--- config.mk ---
export PLATFORM = sky130hd
export DESIGN_NAME = seg_scan_driver
export DESIGN_NICKNAME = d
export VERILOG_FILES = /design/src/rtl/seg_pkg.sv /design/src/rtl/seg_scan_driver_mux.sv /design/src/rtl/seg_scan_driver.sv
export SDC_FILE = /design/constraint.sdc
export NUM_CORES = 1
export LEC_CHECK = 0
export CAP_MARGIN = 20
export CORE_ASPECT_RATIO = 1.25
export CORE_MARGIN = 1
export CORE_UTILIZATION = 50
export DETAILED_ROUTE_END_ITERATION = 8
export GPL_TIMING_DRIVEN = 0
export PLACE_DENSITY = 0.73
export SLEW_MARGIN = 20
export SYNTH_ARGS = -nofsm -noshare
export SYNTH_HDL_FRONTEND = slang
export SYNTH_SLANG_ARGS = --single-unit
--- constraint.sdc ---
create_clock -name clk -period 2.5 [get_ports clk]
set_clock_uncertainty 0.1 [all_clocks]
set_input_delay 0.5 -clock clk [delete_from_list [all_inputs] [get_ports clk]]
set_output_delay 0.5 -clock clk [all_outputs]
set_load 0.02 [all_outputs]
--- src/rtl/seg_pkg.sv ---
// seg_pkg: shared constants and types for the seven-segment scan driver.
package seg_pkg;
    localparam logic [6:0] SEG_BLANK = 7'h7F;
    localparam logic [3:0] AN_OFF = 4'hF;
    typedef logic [1:0] digit_t;
    typedef enum logic {BLANK, ON} scan_state_t;
endpackage

--- src/rtl/seg_scan_driver_mux.sv ---
// MUX: 4:1 selector of 7-bit segment patterns.
module MUX
    import seg_pkg::*;
(
    input  digit_t     S,
    input  logic [6:0] A,
    input  logic [6:0] B,
    input  logic [6:0] C,
    input  logic [6:0] D,
    output logic [6:0] Y
);
    always_comb Y = (S == 2'd0) ? A : (S == 2'd1) ? B : (S == 2'd2) ? C : D;
endmodule

--- src/rtl/seg_scan_driver.sv ---
// seg_scan_driver: four-digit multiplexed 7-segment scanner with blanking
// and frame-synchronous double-buffered digit data.
module seg_scan_driver
    import seg_pkg::*;
#(
    parameter int CLK_DIV      = 50000,
    parameter int BLANK_CYCLES = 16
) (
    input  logic       clk,
    input  logic       rst_n,
    input  logic       en,
    input  logic       load,
    input  logic [6:0] d0,
    input  logic [6:0] d1,
    input  logic [6:0] d2,
    input  logic [6:0] d3,
    output logic [6:0] seg_o,
    output logic [3:0] an_o,
    output logic [1:0] sel_o,
    output logic       frame_o
);
    localparam int CW = $clog2(CLK_DIV);

    if (BLANK_CYCLES < 1 || CLK_DIV < BLANK_CYCLES + 2) begin : g_param_check
        $error("seg_scan_driver: need BLANK_CYCLES>=1 and CLK_DIV>=BLANK_CYCLES+2");
    end

    logic [CW-1:0]   cnt, cnt_nxt;
    digit_t          idx;
    scan_state_t     state;
    logic [3:0][6:0] shadow, active;
    logic            pending, live, en_q;
    logic            slot_end, wrap, commit;
    logic [6:0]      mux_seg;

    assign slot_end = cnt == CW'(CLK_DIV - 1);
    assign wrap     = en && slot_end && idx == 2'd3;
    // Rising en restarts the scan and doubles as a commit point.
    assign commit   = pending && (wrap || (en && !en_q));
    assign cnt_nxt  = (!en || slot_end) ? '0 : cnt + 1'b1;
    assign sel_o    = idx;

    MUX u_mux (
        .S(idx),
        .A(active[0]),
        .B(active[1]),
        .C(active[2]),
        .D(active[3]),
        .Y(mux_seg)
    );

    always_ff @(posedge clk or negedge rst_n) begin
        if (!rst_n) begin
            cnt     <= '0;
            idx     <= '0;
            state   <= BLANK;
            shadow  <= {4{SEG_BLANK}};
            active  <= {4{SEG_BLANK}};
            pending <= 1'b0;
            live    <= 1'b0;
            en_q    <= 1'b0;
            frame_o <= 1'b0;
            an_o    <= AN_OFF;
            seg_o   <= SEG_BLANK;
        end else begin
            cnt     <= cnt_nxt;
            idx     <= !en ? 2'd0 : slot_end ? idx + 2'd1 : idx;
            state   <= (cnt_nxt >= CW'(BLANK_CYCLES)) ? ON : BLANK;
            en_q    <= en;
            frame_o <= wrap;
            if (load) shadow <= {d3, d2, d1, d0};
            if (commit) active <= shadow;
            pending <= load || (pending && !commit);
            live    <= live || commit;
            // Anodes stay dark until the first committed frame after reset.
            an_o    <= (en && state == ON && live) ? ~(4'b0001 << idx) : AN_OFF;
            seg_o   <= (en && state == ON && live) ? mux_seg : SEG_BLANK;
        end
    end
endmodule
Word level (Yosys, flattened, before mapping) --
Index checks and enable logic that the tools add are counted.
Word-level totals: flip-flop bits (word level) 90, latch bits 0, memory bits (writable) 0, bits in read-only memories 0, input port bits 32, output and inout port bits 14, memories 0
Operators by class: $add $sub $neg 2, $mul 0, div/mod/pow operators 0, order comparisons 1, equal/unequal tests 5, shift-type cells 1, muxes and demuxes 9, bitwise logic cells 1, reduce and logical (&&, ||, !) cells 15
Operators by type and width (count):
- $mux 7 | 4
- $add 16x1->16 const B | 1
- $eq 16x16->1 const B | 1
- $ge 16x5->1 const B | 1
- $mux 16 | 1
- $logic_and 1x1->1 | 7
- $eq 2x2->1 const B | 2
- $logic_or 1x1->1 | 4
- $mux 2 | 2
- $mux 4 | 1
- $not 4->4 | 1
- $shl 1x2->4 const A | 1
- $logic_not 1->1 | 3
- $add 2x1->2 const B | 1
- $eq 2x1->1 const B | 1
- $logic_not 2->1 | 1
- $ne 2x1->1 const B | 1
- $mux 1 | 1

Depth between registers and ports, before layout --
Gate-level depths: netlist of the first run.
depth in word-level cells 8, depth in mapped cells 8

Hierarchy --
A second synthesis of the first run with hierarchy kept.
Second synthesis, totals: cells, all modules 287, area total of the unflattened synthesis 4045.1 um^2
Modules (own cells, without submodules):
- seg_scan_driver | times used 1, cells an instance 278, area each 3872.5 um^2, seq. area each 2336.0 um^2
- MUX | times used 1, cells an instance 9, area each 172.7 um^2, seq. area each 0.0 um^2

Worst setup path before layout of the first run --
No wires, ideal clock.
path kind reg2reg, start point register cnt[4], end point register active[0] (netlist bit), arrival time 2144 ps, data required time 2318 ps, slack 173 ps, cell stages (with the launch flop) 8, buffers on the path 3, cell sequence dfrtp_1 > buf_2 > or4_4 > o41ai_2 > and3_4 > buf_12 > buf_12 > mux2_4
Between the ends: word-level cells in the longest chain between the ends 5
Ends and longest elaborated chain:
- from (decl) | line seg_scan_driver.sv:28 | logic [CW-1:0] cnt, cnt_nxt;
- from (signal assigned) | line seg_scan_driver.sv:66 | cnt <= cnt_nxt;
- $eq 16x16->1 | line seg_scan_driver.sv:36 | assign slot_end = cnt == CW'(CLK_DIV - 1);
- $logic_and 1x1->1 (2 in a row) | line seg_scan_driver.sv:37 | assign wrap = en && slot_end && idx == 2'd3;
- $logic_or 1x1->1 | line seg_scan_driver.sv:39 | assign commit = pending && (wrap || (en && !en_q));
- $logic_and 1x1->1 | line seg_scan_driver.sv:39
- to (signal assigned) | line seg_scan_driver.sv:58 | active <= {4{SEG_BLANK}};
- to (signal assigned) | line seg_scan_driver.sv:72 | if (commit) active <= shadow;
- to (decl) | line seg_scan_driver.sv:31 | logic [3:0][6:0] shadow, active;
No other way between the ends. A chain may end at the register's enable or synchronous reset.

Worst setup path after layout of the first run --
start point register cnt[5], end point register active[10] (netlist bit)
Same word-level chain as after synthesis.

==> results, run 1 <==
- The number of clock buffers inserted by TritonCTS is 9.
- Pin placement for this block handled 46 I/O pins.
- For the pin with the worst max-slew slack, the measured transition is between 500 and 600 ps.
- The total non-filler cell area in the finished layout is 0.00492 sq mm.
- After detailed routing, the met2 layer carries 3680 microns of wire.
- The aggregate negative setup slack is 0 ps.
- The leakage power summed over all cells is 1.94 nW.
- The via count of the first global-routing pass is 2533.
- Power spread over the standard cell area amounts to 633 mW/mm^2.
- The synthesized design contains 0 enable-type register cells.
- In this run the worst path has a maximum fanout of 6.
- After detailed routing, no signal wire sits above met4.
- The number of buffers inserted by hold repair at cts is 0.
- Of the cells placed in the final design, the portion with a size suffix greater than 1 is 0.429.
- After detailed placement, the total cell area comes to 0.00463 sq mm.
- The final-report hold violation count is 0.
- The worst ir drop on vdd is 0.417 mV.
- The number of search-and-repair iterations in the first detailed-routing pass is 4.
- Counting the fill cells in the layout gives 620.
- By area the synthesized netlist is led by dfstp_2, dfrtp_1, mux2_2.
- The antenna cell count is 0.
- The total wire length is 7650 microns.
- Counting every net in the synthesized netlist gives 352.
- After detailed routing, the wire length on met1 is 3500 microns.
- The share of synthesized area in the top cell type comes to 0.434.
- After the last flow step, the layout net total stands at approximately 400.
- Buffers placed on the I/O ports in this run total 44.
- The initial DRC count is 151.
- The tree is rooted in a clkbuf_8.
- The synthesized instance count is 314.
- STA classifies the critical path startpoint as a flop.
- The die is 82.6 microns wide.
- The detail route stage leaves a number of antenna-violating nets equal to 0.
- The clock tree from TritonCTS is done.
- The number of buffers and inverters on the critical path is 2.
- The number of max-slew violations in the final report is 0.
- Walking the worst path, the cells encountered are nor2_4 > or4bb_4 > o41ai_4 > and3_4 > buf_12 > clkbuf_16 > mux2_4.
- The placeable core region is 0.00784 sq mm.
- The maximum number of pins on one net before global-route repair is 48.
- In this run the core area contains 36 standard-cell rows.
- Summing every instance area after synthesis gives 0.00406 sq mm.
- Based on the critical path, the design can be clocked at up to roughly 410 MHz.
- Yosys mapped the design onto 39 distinct sky130hd cell types.
- The global routing usage summed across all routing layers is 0.199.
- Dividing the detail-routed via count by the number of cells gives 5.35.
- The flip-flop and latch count after synthesis is 90.
- The required time at the worst-slack endpoint is 2690 ps.
- Among all flip-flop cells after synthesis, the most frequent one is dfstp_2.
- The largest total area in the synthesized netlist belongs to dfstp_2.
- In the synthesized netlist the async set-or-reset flop fraction comes to 1.00.
- At the worst endpoint, the arrival time is 2630 ps.
- Setup violations remaining at the end of the flow were counted as 0.
- The sum of net half-perimeters after detailed placement is 5150 microns.
- Ranked by instance count, the synthesized netlist is headed by dfstp_2, mux2_2, nor2_1, dfrtp_1, nand2_1.
- The die outline area is 0.00848 sq mm.
- Summed over all layers, the global routing overflow is 0.
- The clock drives 90 sinks.
- The flow ran to the end, and the final reports show no timing, DRC or antenna violations.
- The number of antenna violations at the first check in global routing is 0.
- The most frequently used cell type in the post-synthesis netlist is dfstp_2.
- The effective utilization at floorplan is 0.517.
- The global-route wire length before repair is 12300 microns.
- The relative slew slack is 0.603.
- The average wire per cell in the routed design is 16.2 microns.
- The maximum number of buffers from clock root to sink is 2.
- The H-tree generated during clock tree synthesis spans 3 levels.
- The time the final worst path needs with I/O delays and setup is 2440 ps.
- The delay contributed by the slowest stage of the critical path is approximately 480 ps.
- The slowest stage of the critical path is the or4bb_4 cell.
- Across the run, the number of max-cap violations was 0.
- The count of cell instances traversed by the critical path is 7.
- Across all layers, the routed design uses 2532 vias.
- Averaged over all synthesized cells, the footprint is 12.9 sq um.
- The layout overhead on the synthesized area is 21.3%.
- From bottom edge to top edge, the die measures approximately 100 microns.
- After clock tree synthesis, the clock-pin slew on the worst setup and hold paths is about 80 ps.
- Routability-driven placement finished with a final weighted congestion of 0.831.
- The number of synthesis warnings is 0.
- The share of the yosys chip area belonging to registers is 0.576.
- The path type of the worst min-delay path is in -> async.
- The worst register-to-register path has a depth of 7.
- The final period utilization is 0.976.
- The clock latency on the worst-skew pair is 360 ps.
- Setup repair after global routing left no endpoint under its margin.
- Summed over all nets, wire length on met3 after detailed routing comes to between 200 and 300 microns.
- The kind of end point of the critical path is a flop.
- In the routed design, unresolved DRC markers number 0.
- Power comes to 3.11 mW.
- The critical path is of the reg -> reg type.
- Broken down by cell family, the worst path's largest delay share belongs to simple AND/OR/NAND/NOR gates.
-- per-stage QoR --
step                setup slack [ps]  std cells  hold slack (ps)  utilization
global placement               -2230        453              350        0.589
detailed placement              50.8        454              366        0.591
floorplan                        173        314              104            -
CTS                             35.9        470             40.1        0.613
finish                          61.0        473             30.2        0.628
global route                    2.93        473             61.3        0.628
-- timing repair --
action / in CTS / in global routing
setup buffers: 0 / 3
endpoints found under the setup margin: 0 / 25
gates resized for setup: 0 / 13
-- logic make-up (layout without fill, tap and decap cells) --
family,count (synthesis),count (layout),share of synthesized area
AO/OA/AOI/OAI,24,24,0.0429
XOR/XNOR,18,18,0.0389
adder cells (fa/ha/maj),6,6,0.0185
buffers and inverters,25,89,0.0333
flip-flops,90,90,0.576
multiplexers,64,64,0.184
AND/OR/NAND/NOR,87,87,0.107
-- where the power goes --
part,internal (mW),switching (mW),leakage [nW]
Clock,0.422,0.484,0.0883
Sequential,1.72,0.0887,1.00
Combinational,0.240,0.156,0.851
-- worst paths after layout --
kind	from	to	slack (ps)
worst max register to register	cnt[5]	active[10]	60
max in group asynchronous	rst_n	active[22]	1580
min in group clk	live	live	390
worst min-delay path	rst_n	frame_o	30
worst min register to register	live	live	390
worst max-delay path	cnt[5]	active[10]	60
-- layout by cell type, fill, tap and decap left out, types with 5 or more instances in the layout --
cell type / count
dfrtp_2: 5
dfstp_2: 67
mux2_2: 47
nor2_1: 28
mux2i_1: 8
clkdlybuf4s50_1: 43
clkbuf_8: 11
dfrtp_1: 18
inv_1: 6
xnor2_1: 14
o211ai_1: 7
nor4_1: 5
ha_1: 5
and3_1: 5
clkbuf_1: 14
mux2_4: 9
a21oi_1: 8
nand3_1: 10
nand2_1: 17
-- metal layers --
layer | up-vias | global-route usage
li1 | 1212 | -
met1 | 1249 | 0.270
met2 | 55 | 0.306
met3 | 16 | 0.0319
met4 | 0 | 0.102
met5 | - | 0
-- sequential cells by signal, indices dropped and copies added, names as in the netlist --
name	cells
active	28
shadow	28
cnt	16
seg_o	7
an_o	4
sel_o	2
en_q	1
frame_o	1
live	1
pending	1
state	1
-- area by class of cell --
type | instances | area [sq um] | share of cell area
repair buffers | 50 | 531 | 0.108
plain buffers | 17 | 108 | 0.0219
flip-flops and latches | 90 | 2340 | 0.476
clock buffers | 15 | 166 | 0.0338
well taps | 95 | 119 | 0.0242
multi-input cells | 199 | 1620 | 0.330
inverters | 6 | 22.5 | 0.00458
clock inverters | 1 | 8.76 | 0.00178
Power figures use the tool's default switching activity.
==> run 2, diff against run 1 <==
- ABC_CLOCK_PERIOD_IN_PS: unset -> 2500
==> results of run 2 <==
Final layout, timing and power as in run 1 (identical DEF).
==> variant: new RTL, flow settings as in run 2 <==
Add an input register stage for `en`, `load`, `d0`, `d1`, `d2` and `d3`; this delays them by one clock.
--- a/src/rtl/seg_scan_driver.sv
+++ b/src/rtl/seg_scan_driver.sv
@@ -21,6 +21,22 @@
 );
     localparam int CW = $clog2(CLK_DIV);
 
+    logic en_r;
+    logic load_q;
+    logic [6:0] d0_q;
+    logic [6:0] d1_q;
+    logic [6:0] d2_q;
+    logic [6:0] d3_q;
+
+    always_ff @(posedge clk) begin
+        en_r   <= en;
+        load_q <= load;
+        d0_q   <= d0;
+        d1_q   <= d1;
+        d2_q   <= d2;
+        d3_q   <= d3;
+    end
+
     if (BLANK_CYCLES < 1 || CLK_DIV < BLANK_CYCLES + 2) begin : g_param_check
         $error("seg_scan_driver: need BLANK_CYCLES>=1 and CLK_DIV>=BLANK_CYCLES+2");
     end
@@ -34,10 +50,10 @@
     logic [6:0]      mux_seg;
 
     assign slot_end = cnt == CW'(CLK_DIV - 1);
-    assign wrap     = en && slot_end && idx == 2'd3;
+    assign wrap     = en_r && slot_end && idx == 2'd3;
     // Rising en restarts the scan and doubles as a commit point.
-    assign commit   = pending && (wrap || (en && !en_q));
-    assign cnt_nxt  = (!en || slot_end) ? '0 : cnt + 1'b1;
+    assign commit   = pending && (wrap || (en_r && !en_q));
+    assign cnt_nxt  = (!en_r || slot_end) ? '0 : cnt + 1'b1;
     assign sel_o    = idx;
 
     MUX u_mux (
@@ -64,17 +80,17 @@
             seg_o   <= SEG_BLANK;
         end else begin
             cnt     <= cnt_nxt;
-            idx     <= !en ? 2'd0 : slot_end ? idx + 2'd1 : idx;
+            idx     <= !en_r ? 2'd0 : slot_end ? idx + 2'd1 : idx;
             state   <= (cnt_nxt >= CW'(BLANK_CYCLES)) ? ON : BLANK;
-            en_q    <= en;
+            en_q    <= en_r;
             frame_o <= wrap;
-            if (load) shadow <= {d3, d2, d1, d0};
+            if (load_q) shadow <= {d3_q, d2_q, d1_q, d0_q};
             if (commit) active <= shadow;
-            pending <= load || (pending && !commit);
+            pending <= load_q || (pending && !commit);
             live    <= live || commit;
             // Anodes stay dark until the first committed frame after reset.
-            an_o    <= (en && state == ON && live) ? ~(4'b0001 << idx) : AN_OFF;
-            seg_o   <= (en && state == ON && live) ? mux_seg : SEG_BLANK;
+            an_o    <= (en_r && state == ON && live) ? ~(4'b0001 << idx) : AN_OFF;
+            seg_o   <= (en_r && state == ON && live) ? mux_seg : SEG_BLANK;
         end
     end
 endmodule
Check against the original RTL: no difference found for any inputs over 10 cycles, from zero or initial values and one cycle with rst_n low; that may be too few to reach the edited logic, so the function may still have changed.
==> variant against run 2 <==
Critical path depth is the same. Design area grew 19%. Power grew 57%. Worst setup slack lost 0.011 ns. First-iteration DRC count shrank 5.3%. Clock power grew 140%. Sequential cell count grew 30. Synthesized area grew 15%. Routed wire length grew 5.3%. Utilization grew 3.7 points. Critical endpoint is now active[5]$_DFFE_PN1P_. Largest cell class unchanged.
==> variant: results (changes against run 2) <==
- The flow ran to the end, and the final reports show no timing, DRC or antenna violations.
- Iteration-0 DRC count of the detailed router: 143 (-5.3%)
- Hold/Removal Path Class: primary input to flip-flop
- Total nets after synthesis: 382 (+8.5%)
- The first-pass GRT wire length was 13900 µm (+13%).
* Synthesized-area fraction occupied by ao, oa, aoi and oai cells: 3.74% (-0.54 points)
- Cell with the largest stage delay on the worst path: sky130_fd_sc_hd__or4_4
- Leak Pwr: 0.00235 µW (+21%)
* CTS clk-pin slew, worst paths: 0.06 ns (-0.02 ns)
* Post-synthesis mux area share: 16.0% (-2.3 points)
- The number of distinct library cells after synthesis is 40 (+2.6%).
- Final weighted congestion in routability-driven placement: 0.863 (+3.9%)
- Share of synthesized area occupied by flip-flops and latches: 63.2% (+5.6 points)
* Fraction of registers with async set/reset: 75.0% (-25 points)
- Detailed-placement wirelength estimate: 5400 µm (+5.0%)
- Later-pin clock latency in the skew report: 0.52 ns (+0.16 ns)
- Top cells by instance count after synthesis: 67 x sky130_fd_sc_hd__dfstp_2, 47 x sky130_fd_sc_hd__mux2_2, 30 x sky130_fd_sc_hd__dfxtp_1
- The clock buffer count from CTS came to 17 (+8).
- Number of global-route vias before repair: 2886 (+14%)
- The worst-path maximum fanout is 10 (+4).
* H-tree depth: 4 (+1)
- Area after DPL: 5270 µm² (+14%)
- The count of buffers inserted at the top-level ports is 45 (+2.3%).
- Number of detailed-routing iterations run before antenna repair: 5 (+1)
- The fill cell total of the finished layout was 647 (+4.4%).
- The delay of the slowest cell on the worst path was 0.57 ns (+0.09 ns).
* Share of synthesized cell area in full adder, half adder and majority cells: 1.62% (-0.23 points)
- Maximum number of pins on one net before global-route repair: 53 (+10%)
- Average vias per placed instance: 5.03 (-6.0%)
* Peak ir drop on the vdd network: 549 µV (+32%)
-- variant: changes by cell type in the layout (fill, tap and decap cells not counted), sizes merged --
cell / change
dfxtp: +30
clkbuf: +10
clkinv: +7
buf: -2
clkdlybuf4s50: +1
dlygate4sd3: +1
inv: -1
-- variant: worst paths after layout --
path / slack (ns) / cells after the start / to / start
max: 0.05 / 7 / active[5]$_DFFE_PN1P_ / cnt[4]$_DFF_PN0_
min: 0.32 / 1 / d1_q[6]$_DFF_P_ / d1[6]
max reg2reg: 0.05 / 7 / active[5]$_DFFE_PN1P_ / cnt[4]$_DFF_PN0_
min reg2reg: 0.36 / 1 / shadow[27]$_DFFE_PN1P_ / d3_q[6]$_DFF_P_
max in group asynchronous: 1.24 / 3 / shadow[20]$_DFFE_PN1P_ / rst_n
min in group asynchronous: 0.39 / 2 / cnt[12]$_DFF_PN0_ / rst_n
-- variant: layout make-up --
| class | instances | area share (%) |
|---|---|---|
| sequential | 120 | 50.0 |
| multi-input combinational | 199 | 27.3 |
| clock buffer | 25 | 8.63 |
| timing repair buffer | 48 | 8.61 |
| tap | 120 | 2.56 |
| buffer | 19 | 1.85 |
| clock inverter | 7 | 0.660 |
| inverter | 6 | 0.383 |
-- variant: report_power, final --
part           internal (µW)  switching, µW
registers               2230           97.7
clock network           1380            802
logic                    236            147
total                   3850           1050
-- variant: repair_timing --
action                                 4_1_cts  5_1_grt
buffers inserted                             1        0
hold buffers                                 1        0
setup endpoints to repair                    9       37
endpoints found under the hold margin       13        0
pin swaps                                    1        1
resized for setup                            1        5
-- variant: per-layer routing --
layer  track usage (%)  share of wire (%)  wire length [µm]
met5                 0                  0                 0
met4              9.56                1.7               136
met3              7.51                3.7               301
met2              30.6                 50              3990
met1              24.2                 45              3630
-- variant: stage by stage --
| step | cells | setup WS, ns | util (%) | hold slack (ns) | TNS [ns] |
|---|---|---|---|---|---|
| after floorplan | 344 | 0.173 | - | 0.104 | 0 |
| after global placement | 509 | -2.24 | 59.3 | 0.342 | -133.96 |
| after detailed placement | 510 | -0.0214 | 59.6 | 0.350 | -0.148 |
| after CTS | 544 | 0.0256 | 66.1 | 0.291 | 0 |
| after global routing | 544 | -0.0179 | 66.4 | 0.293 | -0.0980 |
| final | 544 | 0.0501 | 66.4 | 0.320 | 0 |
-- variant: cells by family (layout without fill, tap and decap cells) --
| logic type | count (synthesis) | in the layout |
|---|---|---|
| flops | 120 | 120 |
| xor+xnor | 18 | 18 |
| fa+ha+maj | 6 | 6 |
| mux | 64 | 64 |
| compound gates | 24 | 24 |
| buf+inv | 25 | 105 |
| simple gates | 87 | 87 |
